`src/rtl/bsk_pkg.sv`:
```
// Shared constants for the BSK receiver command path: clock, sampling and
// debounce-filter defaults, plus derived divider and counter widths.
package bsk_pkg;

  localparam int CLOCK_IN    = 2_000_000;
  localparam int SAMPLE_FREQ = 100_000;
  localparam int FILTER_LEN  = 8;
  localparam int SAMPLE_DIV  = CLOCK_IN / SAMPLE_FREQ;
  localparam int CNT_W       = $clog2(FILTER_LEN + 1);

  function automatic int cnt_width(input int filter_len);
    return $clog2(filter_len + 1);
  endfunction

endpackage

```
`src/rtl/com_filter_channel.sv`:
```
// One command line: 2-flop synchroniser, saturating up/down integrator and
// hysteresis output bit. blk is active-low and overrides the tick.
module com_filter_channel
  import bsk_pkg::*;
#(
  parameter int FILTER_LEN = bsk_pkg::FILTER_LEN
) (
  input  logic clk,
  input  logic aclr,
  input  logic tick,
  input  logic blk,
  input  logic raw,
  output logic out
);

  localparam int CW = cnt_width(FILTER_LEN);

  logic [1:0]    sync;
  logic [CW-1:0] cnt;
  logic [CW-1:0] cnt_nxt;
  logic          s;

  // raw is active-low, so a low line integrates upwards
  assign s = ~sync[1];

  always_comb begin
    cnt_nxt = cnt;
    if (s && (cnt < CW'(FILTER_LEN)))
      cnt_nxt = cnt + CW'(1);
    else if (!s && (cnt != '0))
      cnt_nxt = cnt - CW'(1);
  end

  always_ff @(posedge clk or posedge aclr) begin
    if (aclr) begin
      sync <= 2'b11;
      cnt  <= '0;
      out  <= 1'b0;
    end else begin
      sync <= {sync[0], raw};
      if (!blk) begin
        cnt <= '0;
        out <= 1'b0;
      end else if (tick) begin
        cnt <= cnt_nxt;
        if (cnt_nxt == CW'(FILTER_LEN))
          out <= 1'b1;
        else if (cnt_nxt == '0)
          out <= 1'b0;
      end
    end
  end

endmodule

```
`src/rtl/com_input_filter.sv`:
```
// Command input conditioning: sample-rate prescaler, per-channel debounce
// filters and a one-clock change strobe for event logging.
module com_input_filter
  import bsk_pkg::*;
#(
  parameter int CHANNELS    = 16,
  parameter int CLOCK_IN    = bsk_pkg::CLOCK_IN,
  parameter int SAMPLE_FREQ = bsk_pkg::SAMPLE_FREQ,
  parameter int FILTER_LEN  = bsk_pkg::FILTER_LEN
) (
  input  logic                clk,
  input  logic                aclr,
  input  logic [CHANNELS-1:0] iRaw,
  input  logic                iBl,
  output logic [CHANNELS-1:0] oCom,
  output logic                oChange
);

  localparam int SAMPLE_DIV = CLOCK_IN / SAMPLE_FREQ;
  localparam int PW         = $clog2(SAMPLE_DIV);

  if (SAMPLE_DIV < 2) begin : g_bad_div
    $error("com_input_filter: SAMPLE_DIV must be at least 2");
  end
  if (FILTER_LEN < 1) begin : g_bad_len
    $error("com_input_filter: FILTER_LEN must be at least 1");
  end

  logic [PW-1:0]       presc;
  logic                tick;
  logic [CHANNELS-1:0] com_prev;

  assign tick = (presc == '0);

  always_ff @(posedge clk or posedge aclr) begin
    if (aclr)
      presc <= PW'(SAMPLE_DIV - 1);
    else if (tick)
      presc <= PW'(SAMPLE_DIV - 1);
    else
      presc <= presc - PW'(1);
  end

  for (genvar i = 0; i < CHANNELS; i++) begin : g_ch
    com_filter_channel #(
      .FILTER_LEN(FILTER_LEN)
    ) u_ch (
      .clk (clk),
      .aclr(aclr),
      .tick(tick),
      .blk (iBl),
      .raw (iRaw[i]),
      .out (oCom[i])
    );
  end

  // Strobe trails the oCom update by one clock; any number of bits changing
  // together yields a single pulse.
  always_ff @(posedge clk or posedge aclr) begin
    if (aclr) begin
      com_prev <= '0;
      oChange  <= 1'b0;
    end else begin
      com_prev <= oCom;
      oChange  <= |(oCom ^ com_prev);
    end
  end

endmodule
```
`config.mk`:
```
export PLATFORM = sky130hd
export DESIGN_NAME = com_input_filter
export DESIGN_NICKNAME = d
export VERILOG_FILES = /design/src/rtl/bsk_pkg.sv /design/src/rtl/com_filter_channel.sv /design/src/rtl/com_input_filter.sv
export SDC_FILE = /design/constraint.sdc
export NUM_CORES = 1
export LEC_CHECK = 0
export ABC_AREA = 1
export CAP_MARGIN = 10
export CORE_ASPECT_RATIO = 1.25
export CORE_MARGIN = 2
export CORE_UTILIZATION = 60
export DETAILED_ROUTE_END_ITERATION = 6
export PLACE_DENSITY = 0.81
export SYNTH_ARGS = -nofsm -noshare
export SYNTH_HDL_FRONTEND = slang
export SYNTH_SLANG_ARGS = --single-unit
```
`constraint.sdc`:
```
create_clock -name clk -period 5.1 [get_ports clk]
set_input_delay 1.02 -clock clk [delete_from_list [all_inputs] [get_ports clk]]
set_output_delay 1.02 -clock clk [all_outputs]
set_load 0.005 [all_outputs]
```
==> summary.txt, run 1 <==
Finish
  – Final-stage net count: 1035
  – Final cell count without fillers: 1160
  – Most frequent cells in the layout: nand2_1, nand3_1, inv_1
  – Fillers: 959
  – Share of cells above drive strength 1: 9.34%
  – # diodes: 0
  – Area grow syn2layout: 13.5%
  – Area of the multi-input gates: approximately 3400 sq um
  – Most common cell after layout, fill and taps aside: nand2_1
  – Reg area: around 3400 sq um

Floorplan
  – Starting Density: 61.8%
  – Area of the core: 12200 sq um
  – Die area: approximately 13000 sq um
  – DIE HEIGHT: around 130 microns
  – Num ports: 36
  – Die Wd: between 100 and 150 microns
  – Site Rows: 45

Power
  – VDD IR max: approximately 250 uV
  – Final Power: 2.50 mW
  – Pwr/cell area: 294 nW/um^2
  – Leak: 4.46 nW

Global routing
  – Vias in the first global route: between 6000 and 7000
  – Initial antenna violation count: 0
  – Global-route wire length before repair: between 20 and 30 mm
  – Total gr overflow: 0
  – Tot GR Track Use: 25.1%
  – Largest net degree at the start of global routing: 91

Timing
  – Slew headroom: 39.4%
  – Worst Skew: 6.13 ps
  – RSZ-0062 raised after global routing: no
  – Fin crit share: 59.2%
  – Slew @ Worst Pin: about 910 ps
  – Fin crit period: slightly above 3000 ps
  – Setup TNS: 0 ps
  – Fmax: 331 MHz
  – Endpoints failing setup: 0
  – Final Hold Viols: 0
  – Max-slew violation count: 0
  – Worst Setup Slack, final: 2080 ps

Hold path
  – Min-delay worst type: reg -> reg

Synth
  – Seq/Total Area, Yosys: 45.2%
  – Top FF cell, synth: dfrtp_1
  – EDFF count, synth: 0
  – Compound-Gate Fraction of Synth Area: under 10%
  – Post-Synth Adder-Cell Area: 5.50%
  – Asr flop ratio synth: 100%
  – Main combinational cell family by area after synthesis: simple AND/OR/NAND/NOR gates
  – Synth Net Count: 1010
  – Syn Area/Cell: 7.84 sq um
  – Mux cell area share after synthesis: 0%
  – Yosys warnings: 0
  – Synthesized instance count: approximately 960
  – Netlist cell types: 29
  – Simple-gate share of the synthesized area: 28.6%
  – Synth Register Bits: 134
  – Post-Syn Area: 7510 sq um
  – Synth Area in XOR/XNOR: 1.63%

Placement
  – DP Worst Slack: between 1500 and 2000 ps
  – Hpwl dp: 10.6 mm
  – Final GP Congestion: 0.864
  – I/O Buffers: 35
  – Placed insts: ~1100

Clocking
  – Hold buffers post-CTS: 0
  – Clock sink count: 134
  – H-tree levels: 4
  – Root Buffer: clkbuf_16
  – Number of buffers created by CTS: 17
  – Clock Tree Buf Depth: 2
  – Post-CTS Setup Inserts: 0
  – CTS clk-pin slew, worst paths: 50 ps
  – Worst-Skew Late Latency: around 420 ps
  – CTS tree: built
  – Post-CTS Resized: 0

Worst setup path
  – Type of the worst setup path: in -> reg
  – Crit path largest cell delay: 1060 ps
  – Crit-path max FO: 32
  – Crit. End Element: flip-flop
  – CP max stage cell: clkdlybuf4s50_1
  – Worst path required time: 5420 ps
  – CP arrival: 3330 ps
  – CP cell instances: clkdlybuf4s50_1, nand2_2, buf_4, o22ai_1
  – Critical Path Source Type: input port

Drt
  – WL per Instance: 13.7 microns
  – DR vias/cell: 5.52
  – Total wire length: 15.9 mm
  – DR iter-0 viols: 409
  – Routed Antenna Nets: 0
  – Via count: around 6400
  – Drt first pass iters: 5
  – Drc violations: 0

Run status
  – Status: finished clean

Run
  – Max-cap viol count: 0
[power breakdown]
part / leakage (nW) / total [mW] / internal, mW / switching, mW
sequential: 1.75 / 1.10 / 1.09 / 0.0110
combinational: 2.40 / 0.0991 / 0.0326 / 0.0665
clock: 0.319 / 1.31 / 0.864 / 0.442
[Yosys cell counts, types with 2 or more instances]
master,instances,area [sq um]
nand2_1,241,905
nand3_1,146,731
inv_1,141,529
dfrtp_1,99,2480
nor2_1,64,240
o22ai_1,43,269
dfstp_2,35,920
o21ai_0,34,170
ha_1,33,413
o211ai_1,25,188
buf_4,17,128
or2_2,17,106
nand4_1,15,93.8
xnor2_1,12,105
buf_2,11,55.1
a31oi_1,5,31.3
clkbuf_1,3,11.3
a21oi_1,2,10.0
buf_6,2,22.5
nand3_2,2,20.0
nand3b_1,2,15.0
xor2_1,2,17.5
[worst max-delay path, delay by kind of cell]
family                 cells  cell delay, ps
AND/OR/NAND/NOR            1             580
buffers and inverters      2            1480
AO/OA/AOI/OAI              1             240
[cell type report]
type | instances | area share (%)
tap | 164 | 2.41
clock buffer | 22 | 5.68
multi-input combinational | 648 | 39.5
timing repair buffer | 39 | 4.46
sequential | 134 | 39.9
clock inverter | 10 | 1.76
inverter | 143 | 6.36
[state kept, by name, indices dropped and copies added (netlist names)]
register,count
g_ch.u_ch.cnt,64
g_ch.u_ch.sync,32
com_prev,16
g_ch.u_ch.out,16
presc,5
oChange,1
[per-layer routing]
layer	vias up	track usage [%]	share of wire (%)
li1	3176	-	-
met1	3059	28.9	42
met2	133	45.7	52
met3	33	5.03	3.3
met4	0	11.1	2.4
met5	-	0	0
[path summary, 6_finish.rpt]
check / start / endpoint / slack (ps) / depth (start not counted)
worst max-delay path: iBl / g_ch[14].u_ch.cnt[0]$_DFFE_PP0P_ / 2080 / 4
worst min register to register: g_ch[14].u_ch.sync[0]$_DFF_PP1_ / g_ch[14].u_ch.sync[1]$_DFF_PP1_ / 350 / 0
worst max register to register: presc[0]$_DFF_PP1_ / g_ch[4].u_ch.out$_DFFE_PP0P_ / 2390 / 8
worst min-delay path: g_ch[14].u_ch.sync[0]$_DFF_PP1_ / g_ch[14].u_ch.sync[1]$_DFF_PP1_ / 350 / 0
min in group asynchronous: aclr / g_ch[5].u_ch.cnt[1]$_DFFE_PP0P_ / 1140 / 2
max in group asynchronous: aclr / g_ch[8].u_ch.sync[0]$_DFF_PP1_ / 3090 / 3
[stage by stage]
stage               util [%]  hold WS (ps)  area [sq um]
finish                  70.1           354          8520
floorplan                  -           345          7510
global route            70.1           356          8520
CTS                     70.1           355          8520
global placement        64.9           345          7890
detailed placement      64.9           347          7890
[cells by family (layout without fill, tap and decap cells)]
| logic type | after synthesis | in the layout |
|---|---|---|
| compound gates | 110 | 110 |
| fa+ha+maj | 33 | 33 |
| xor+xnor | 14 | 14 |
| flops | 134 | 134 |
| simple gates | 491 | 491 |
| buf+inv | 176 | 214 |
Power figures use the tool's default switching activity.
==> run 2: changes to the inputs <==
--- a/config.mk
+++ b/config.mk
@@ -9,9 +9,9 @@
 export CAP_MARGIN = 10
 export CORE_ASPECT_RATIO = 1.25
 export CORE_MARGIN = 2
-export CORE_UTILIZATION = 60
+export CORE_UTILIZATION = 55
 export DETAILED_ROUTE_END_ITERATION = 6
-export PLACE_DENSITY = 0.81
+export PLACE_DENSITY = 0.79
 export SYNTH_ARGS = -nofsm -noshare
 export SYNTH_HDL_FRONTEND = slang
 export SYNTH_SLANG_ARGS = --single-unit
==> constraint.sdc (replaced) <==
create_clock -name clk -period 2.7 [get_ports clk]
set_input_delay 0.54 -clock clk [delete_from_list [all_inputs] [get_ports clk]]
set_output_delay 0.54 -clock clk [all_outputs]
set_load 0.005 [all_outputs]
==> run 2 against run 1 <==
  * Routed wire length increased by 0.56%
  * Worst setup slack got worse by 1500 ps
  * Count of clock-buffer cells in the layout decreased by 4
  * Non-clock buffer count increased by 6
  * Cell area increased by 1.1%
  * Via count decreased by 0.28%
  * Sequential cell count unchanged
  * Register-to-register slack got worse by 1800 ps
  * Core utilization decreased by 5.2 points
  * First-iteration DRC count increased by 15%
  * Die area increased by 8.8%
==> summary.txt, run 2 (synthesis gave the netlist of run 1 again) <==
Run status
  – Status: finished clean

Finish
  – # diodes: 0
  – Most common cell after layout, fill and taps aside: nand2_1
  – Regs by FF count: g_ch.u_ch.cnt (64), g_ch.u_ch.sync (32)
  – Reg area: 3400 sq um
  – Final-stage net count: between 1000 and 1500
  – Fillers: approximately 1100
  – Biggest register: g_ch.u_ch.cnt
  – Share of cells above drive strength 1: 9.98%
  – Largest register FFs: 64
  – Area grow syn2layout: 14.7%
  – Area of the multi-input gates: 3360 sq um
  – Most frequent cells in the layout: nand2_1, nand3_1, inv_1

Floorplan
  – Die area: approximately 15000 sq um
  – Num ports: 36
  – Area of the core: 13300 sq um
  – Starting Density: 56.5%
  – Die Wd: 109 microns
  – Site Rows: 47
  – DIE HEIGHT: 135 microns

Timing
  – Fin crit share: between 70% and 80%
  – Setup TNS: 0 ps
  – Slew @ Worst Pin: 470 ps
  – Slew headroom: 68.7%
  – RSZ-0062 raised after global routing: no
  – Fin crit period: 2110 ps
  – Final Hold Viols: 0
  – Endpoints failing setup: 0
  – Final hold slack: 350 ps
  – Fmax: 473 MHz
  – Worst Skew: 7.78 ps
  – Max-slew violation count: 0

Power
  – Leak: 4.48 nW
  – Pwr/cell area: approximately 550 nW/um^2
  – Internal power: roughly 3.7 mW
  – Comb power frac: 4.1%
  – Sw frac: 22.5%
  – VDD IR max: roughly 440 uV
  – Register share of total power: 43.5%
  – Clock share of power: 52.5%
  – P_sw: 1.07 mW

Drt
  – Drt first pass iters: 7
  – DR iter-0 viols: 471
  – DR vias/cell: ~5.4
  – Via count: 6383
  – Routed Antenna Nets: 0
  – Total wire length: between 15 and 20 mm
  – WL per Instance: 13.7 microns
  – Drc violations: 0

Worst setup path
  – CP max stage cell: dfstp_2
  – Crit-path max FO: 50
  – Worst path required time: 3040 ps
  – R2R setup slack: between 500 and 600 ps
  – Worst setup path start: presc[0]$_DFF_PP1_
  – Crit. End Element: flip-flop
  – Critical Path Source Type: flip-flop
  – Type of the worst setup path: reg -> reg
  – Crit path max-delay family: simple AND/OR/NAND/NOR gates
  – RR Startpoint: presc[0]$_DFF_PP1_
  – CP cell instances: inv_1, ha_1, nand2_1, or2_1, nand2_2, buf_12, o22ai_1
  – Crit path largest cell delay: 540 ps
  – WP buf/inv: 2
  – CP arrival: 2460 ps

Clocking
  – Root Buffer: clkbuf_16
  – CTS tree: built
  – H-tree levels: 4
  – Post-CTS Setup Inserts: 0
  – Worst-Skew Late Latency: 440 ps
  – Clock Tree Buf Depth: 2
  – Number of buffers created by CTS: 17
  – CTS clk-pin slew, worst paths: ~60 ps
  – Hold buffers post-CTS: 0
  – Clock sink count: 134
  – Post-CTS Resized: 0

Global routing
  – Global-route wire length before repair: 27.1 mm
  – Total gr overflow: 0
  – Tot GR Track Use: 23.5%
  – Largest net degree at the start of global routing: 86
  – Vias in the first global route: about 6200
  – Initial antenna violation count: 0

Placement
  – Hpwl dp: 10.9 mm
  – I/O Buffers: 35
  – Final GP Congestion: 0.873

Hold path
  – Hold Path Origin: g_ch[12].u_ch.sync[0]$_DFF_PP1_
  – Min-delay worst type: reg -> reg

Run
  – Max-cap viol count: 0
run 2: cell type report:
| cell class | instances | area share (%) |
|---|---|---|
| Sequential cell | 134 | 39.4 |
| Multi-Input combinational cell | 648 | 39.0 |
| Inverter | 143 | 6.27 |
| Timing Repair Buffer | 45 | 5.37 |
| Clock buffer | 18 | 5.10 |
| Tap cell | 171 | 2.48 |
| Clock inverter | 14 | 2.31 |
run 2: power by group through the flow:
| stage | Combinational (mW) | Clock, mW | Sequential [mW] |
|---|---|---|---|
| 2_1_floorplan | 0.126 | 0 | 2.10 |
| 3_3_place_gp | 0.191 | 0 | 2.11 |
| 3_5_place_dp | 0.195 | 0 | 2.11 |
| 4_1_cts | 0.196 | 2.54 | 2.07 |
| 5_1_grt | 0.220 | 2.64 | 2.08 |
| 6_report | 0.194 | 2.50 | 2.07 |
run 2: final timing paths:
| kind | end | cells after the start |
|---|---|---|
| setup / recovery | g_ch[6].u_ch.cnt[2]$_DFFE_PP0P_ | 7 |
| hold / removal | g_ch[12].u_ch.sync[1]$_DFF_PP1_ | 0 |
| setup reg to reg | g_ch[6].u_ch.cnt[2]$_DFFE_PP0P_ | 7 |
| hold reg to reg | g_ch[12].u_ch.sync[1]$_DFF_PP1_ | 0 |
| max in group asynchronous | g_ch[5].u_ch.sync[1]$_DFF_PP1_ | 3 |
| min in group asynchronous | g_ch[10].u_ch.cnt[2]$_DFFE_PP0P_ | 2 |
run 2: per-stage QoR:
step	setup slack [ps]	instance area (sq um)	utilization, %	power [mW]	instances
3_5_place_dp	558	7980	60.0	2.30	1141
3_3_place_gp	635	7980	60.0	2.30	1141
6_report	586	8620	64.8	4.77	1173
5_1_grt	393	8620	64.8	4.93	1173
2_1_floorplan	523	7510	-	2.23	958
4_1_cts	581	8620	64.8	4.81	1173
run 2: per-layer routing:
layer / routed length [microns] / vias to the layer above / global-route usage, %
li1: - / 3197 / -
met1: 6940 / 3029 / 28.0
met2: 8200 / 128 / 40.1
met3: 554 / 29 / 6.23
met4: 332 / 0 / 9.47
met5: 0 / - / 0
==> run 3: changes to the inputs <==
==> constraint.sdc (replaced) <==
create_clock -name clk -period 1.9 [get_ports clk]
set_input_delay 0.38 -clock clk [delete_from_list [all_inputs] [get_ports clk]]
set_output_delay 0.38 -clock clk [all_outputs]
set_load 0.005 [all_outputs]
==> run 3 against run 2 <==
  * Non-clock buffer count is 4 higher
  * Core utilization is 0.43 points lower
  * Global-route usage shrank 0.52 points
  * First-iteration DRC count shrank 10%
  * Sequential cell count stayed put
  * Worst setup slack got worse by 490 ps
==> summary.txt, run 3 (synthesis gave the netlist of run 1 again) <==
Floorplan
  – Die area: 14600 sq um
  – Area of the core: around 13000 sq um
  – Num ports: 36
  – Die Wd: around 110 microns
  – DIE HEIGHT: 135 microns
  – Starting Density: 56.5%
  – Site Rows: 47

Worst setup path
  – Crit path max-delay family: buffers and inverters
  – CP cell instances: clkdlybuf4s50_1
  – RR Startpoint: presc[0]$_DFF_PP1_
  – CP max stage cell: clkdlybuf4s50_1
  – Critical Path Source Type: flip-flop
  – Type of the worst setup path: reg -> out
  – Worst setup path start: g_ch[15].u_ch.out$_DFFE_PP0P_
  – WP buf/inv: 1
  – Crit path largest cell delay: 570 ps
  – Worst path required time: 1520 ps
  – Crit-path max FO: 5
  – CP arrival: 1420 ps
  – Crit. End Element: output pin

Drt
  – Met3 WL: 568 microns
  – Total wire length: 15.8 mm
  – DR iter-0 viols: 422
  – DR vias/cell: 5.44
  – M1 WL: 6.92 mm
  – DR top layer: met4
  – Drc violations: 0
  – Routed Antenna Nets: 0
  – WL per Instance: 13.4 microns
  – Routed wl met2: around 8.0 mm
  – Drt first pass iters: 5
  – Via count: 6399

Timing
  – Slew @ Worst Pin: 366 ps
  – Endpoints failing setup: 0
  – Final Hold Viols: 0
  – RSZ-0062 raised after global routing: no
  – Fin crit period: 1800 ps
  – Fin crit share: 94.9%
  – Setup TNS: 0 ps
  – Final hold slack: ~350 ps
  – Fmax: 554 MHz
  – Worst Skew: around 6.2 ps
  – Max-slew violation count: 0
  – Slew headroom: 75.6%

Finish
  – Most frequent cells in the layout: nand2_1, nand3_1, inv_1
  – Biggest register: g_ch.u_ch.cnt
  – Regs by FF count: g_ch.u_ch.cnt (64), g_ch.u_ch.sync (32)
  – Share of cells above drive strength 1: between 10% and 20%
  – Largest register FFs: 64
  – Most common cell after layout, fill and taps aside: nand2_1
  – Final core utilization: 64.4%
  – # diodes: 0
  – Final-stage net count: about 1000
  – Area grow syn2layout: 13.9%

Clocking
  – Clock Tree Buf Depth: 2
  – Clock sink count: 134
  – CTS clk-pin slew, worst paths: 50 ps
  – Root Buffer: clkbuf_16
  – CTS tree: built
  – Number of buffers created by CTS: 17
  – Hold buffers post-CTS: 0
  – Post-CTS Setup Inserts: 0
  – Worst-Skew Late Latency: about 420 ps
  – H-tree levels: 4

Placement
  – I/O Buffers: 35
  – Final GP Congestion: 0.891
  – Hpwl dp: 10.8 mm

Global routing
  – Total gr overflow: 0
  – Largest net degree at the start of global routing: 69
  – Global-route wire length before repair: 26.7 mm
  – Initial antenna violation count: 0
  – Tot GR Track Use: 23.0%
  – Vias in the first global route: 6015

Power
  – Pwr/cell area: a little over 700 nW/um^2
  – VDD IR max: 700 uV
  – Leak: about 4.5 nW

Hold path
  – Min-delay worst type: reg -> reg
  – Hold Path Origin: g_ch[7].u_ch.sync[0]$_DFF_PP1_

Run
  – Max-cap viol count: 0

Run status
  – Status: finished clean
## run 3: per-stage QoR
| step | area [sq um] | instances | total power, mW | setup WS, ps |
|---|---|---|---|---|
| after global routing | 8560 | 1177 | 6.34 | 49.7 |
| after floorplan | 7510 | 958 | 3.17 | -117 |
| final | 8560 | 1177 | 6.10 | 96.4 |
| after global placement | 8050 | 1145 | 3.27 | 129 |
| after CTS | 8560 | 1177 | 6.17 | 22.2 |
| after detailed placement | 8050 | 1145 | 3.28 | 56.4 |
## run 3: worst paths after layout
path,cells after the start,end,slack (ps)
max in group asynchronous,3,g_ch[5].u_ch.sync[0]$_DFF_PP1_,1100
worst min-delay path,0,g_ch[7].u_ch.sync[1]$_DFF_PP1_,350
min in group asynchronous,3,g_ch[10].u_ch.cnt[0]$_DFFE_PP0P_,430
worst max register to register,8,g_ch[0].u_ch.cnt[1]$_DFFE_PP0P_,210
worst max-delay path,1,oCom[15],100
worst min register to register,0,g_ch[7].u_ch.sync[1]$_DFF_PP1_,350
## run 3: layer usage
metal,vias to the layer above,track usage [%]
li1,3205,-
met1,3047,28.2
met2,118,39.3
met3,29,5.12
met4,0,8.55
met5,-,0
## run 3: power breakdown
part           switching, mW  total (mW)  internal, mW
combinational          0.181       0.281         0.100
clock                   1.20        2.87          1.67
sequential            0.0283        2.95          2.92
total                   1.40        6.10          4.69
## run 3: repair_timing
item,4_1_cts,5_1_grt
gates resized for setup,0,1
setup endpoints to repair,0,64
endpoints found under the hold margin,0,0
## run 3: area by class of cell
cell class / count / area (sq um)
Timing Repair Buffer: 49 / 531
Inverter: 143 / 541
Sequential cell: 134 / 3400
Tap cell: 171 / 214
Clock buffer: 21 / 450
Fill cell: 1104 / 4730
Clock inverter: 11 / 60.1
Multi-Input combinational cell: 648 / 3370
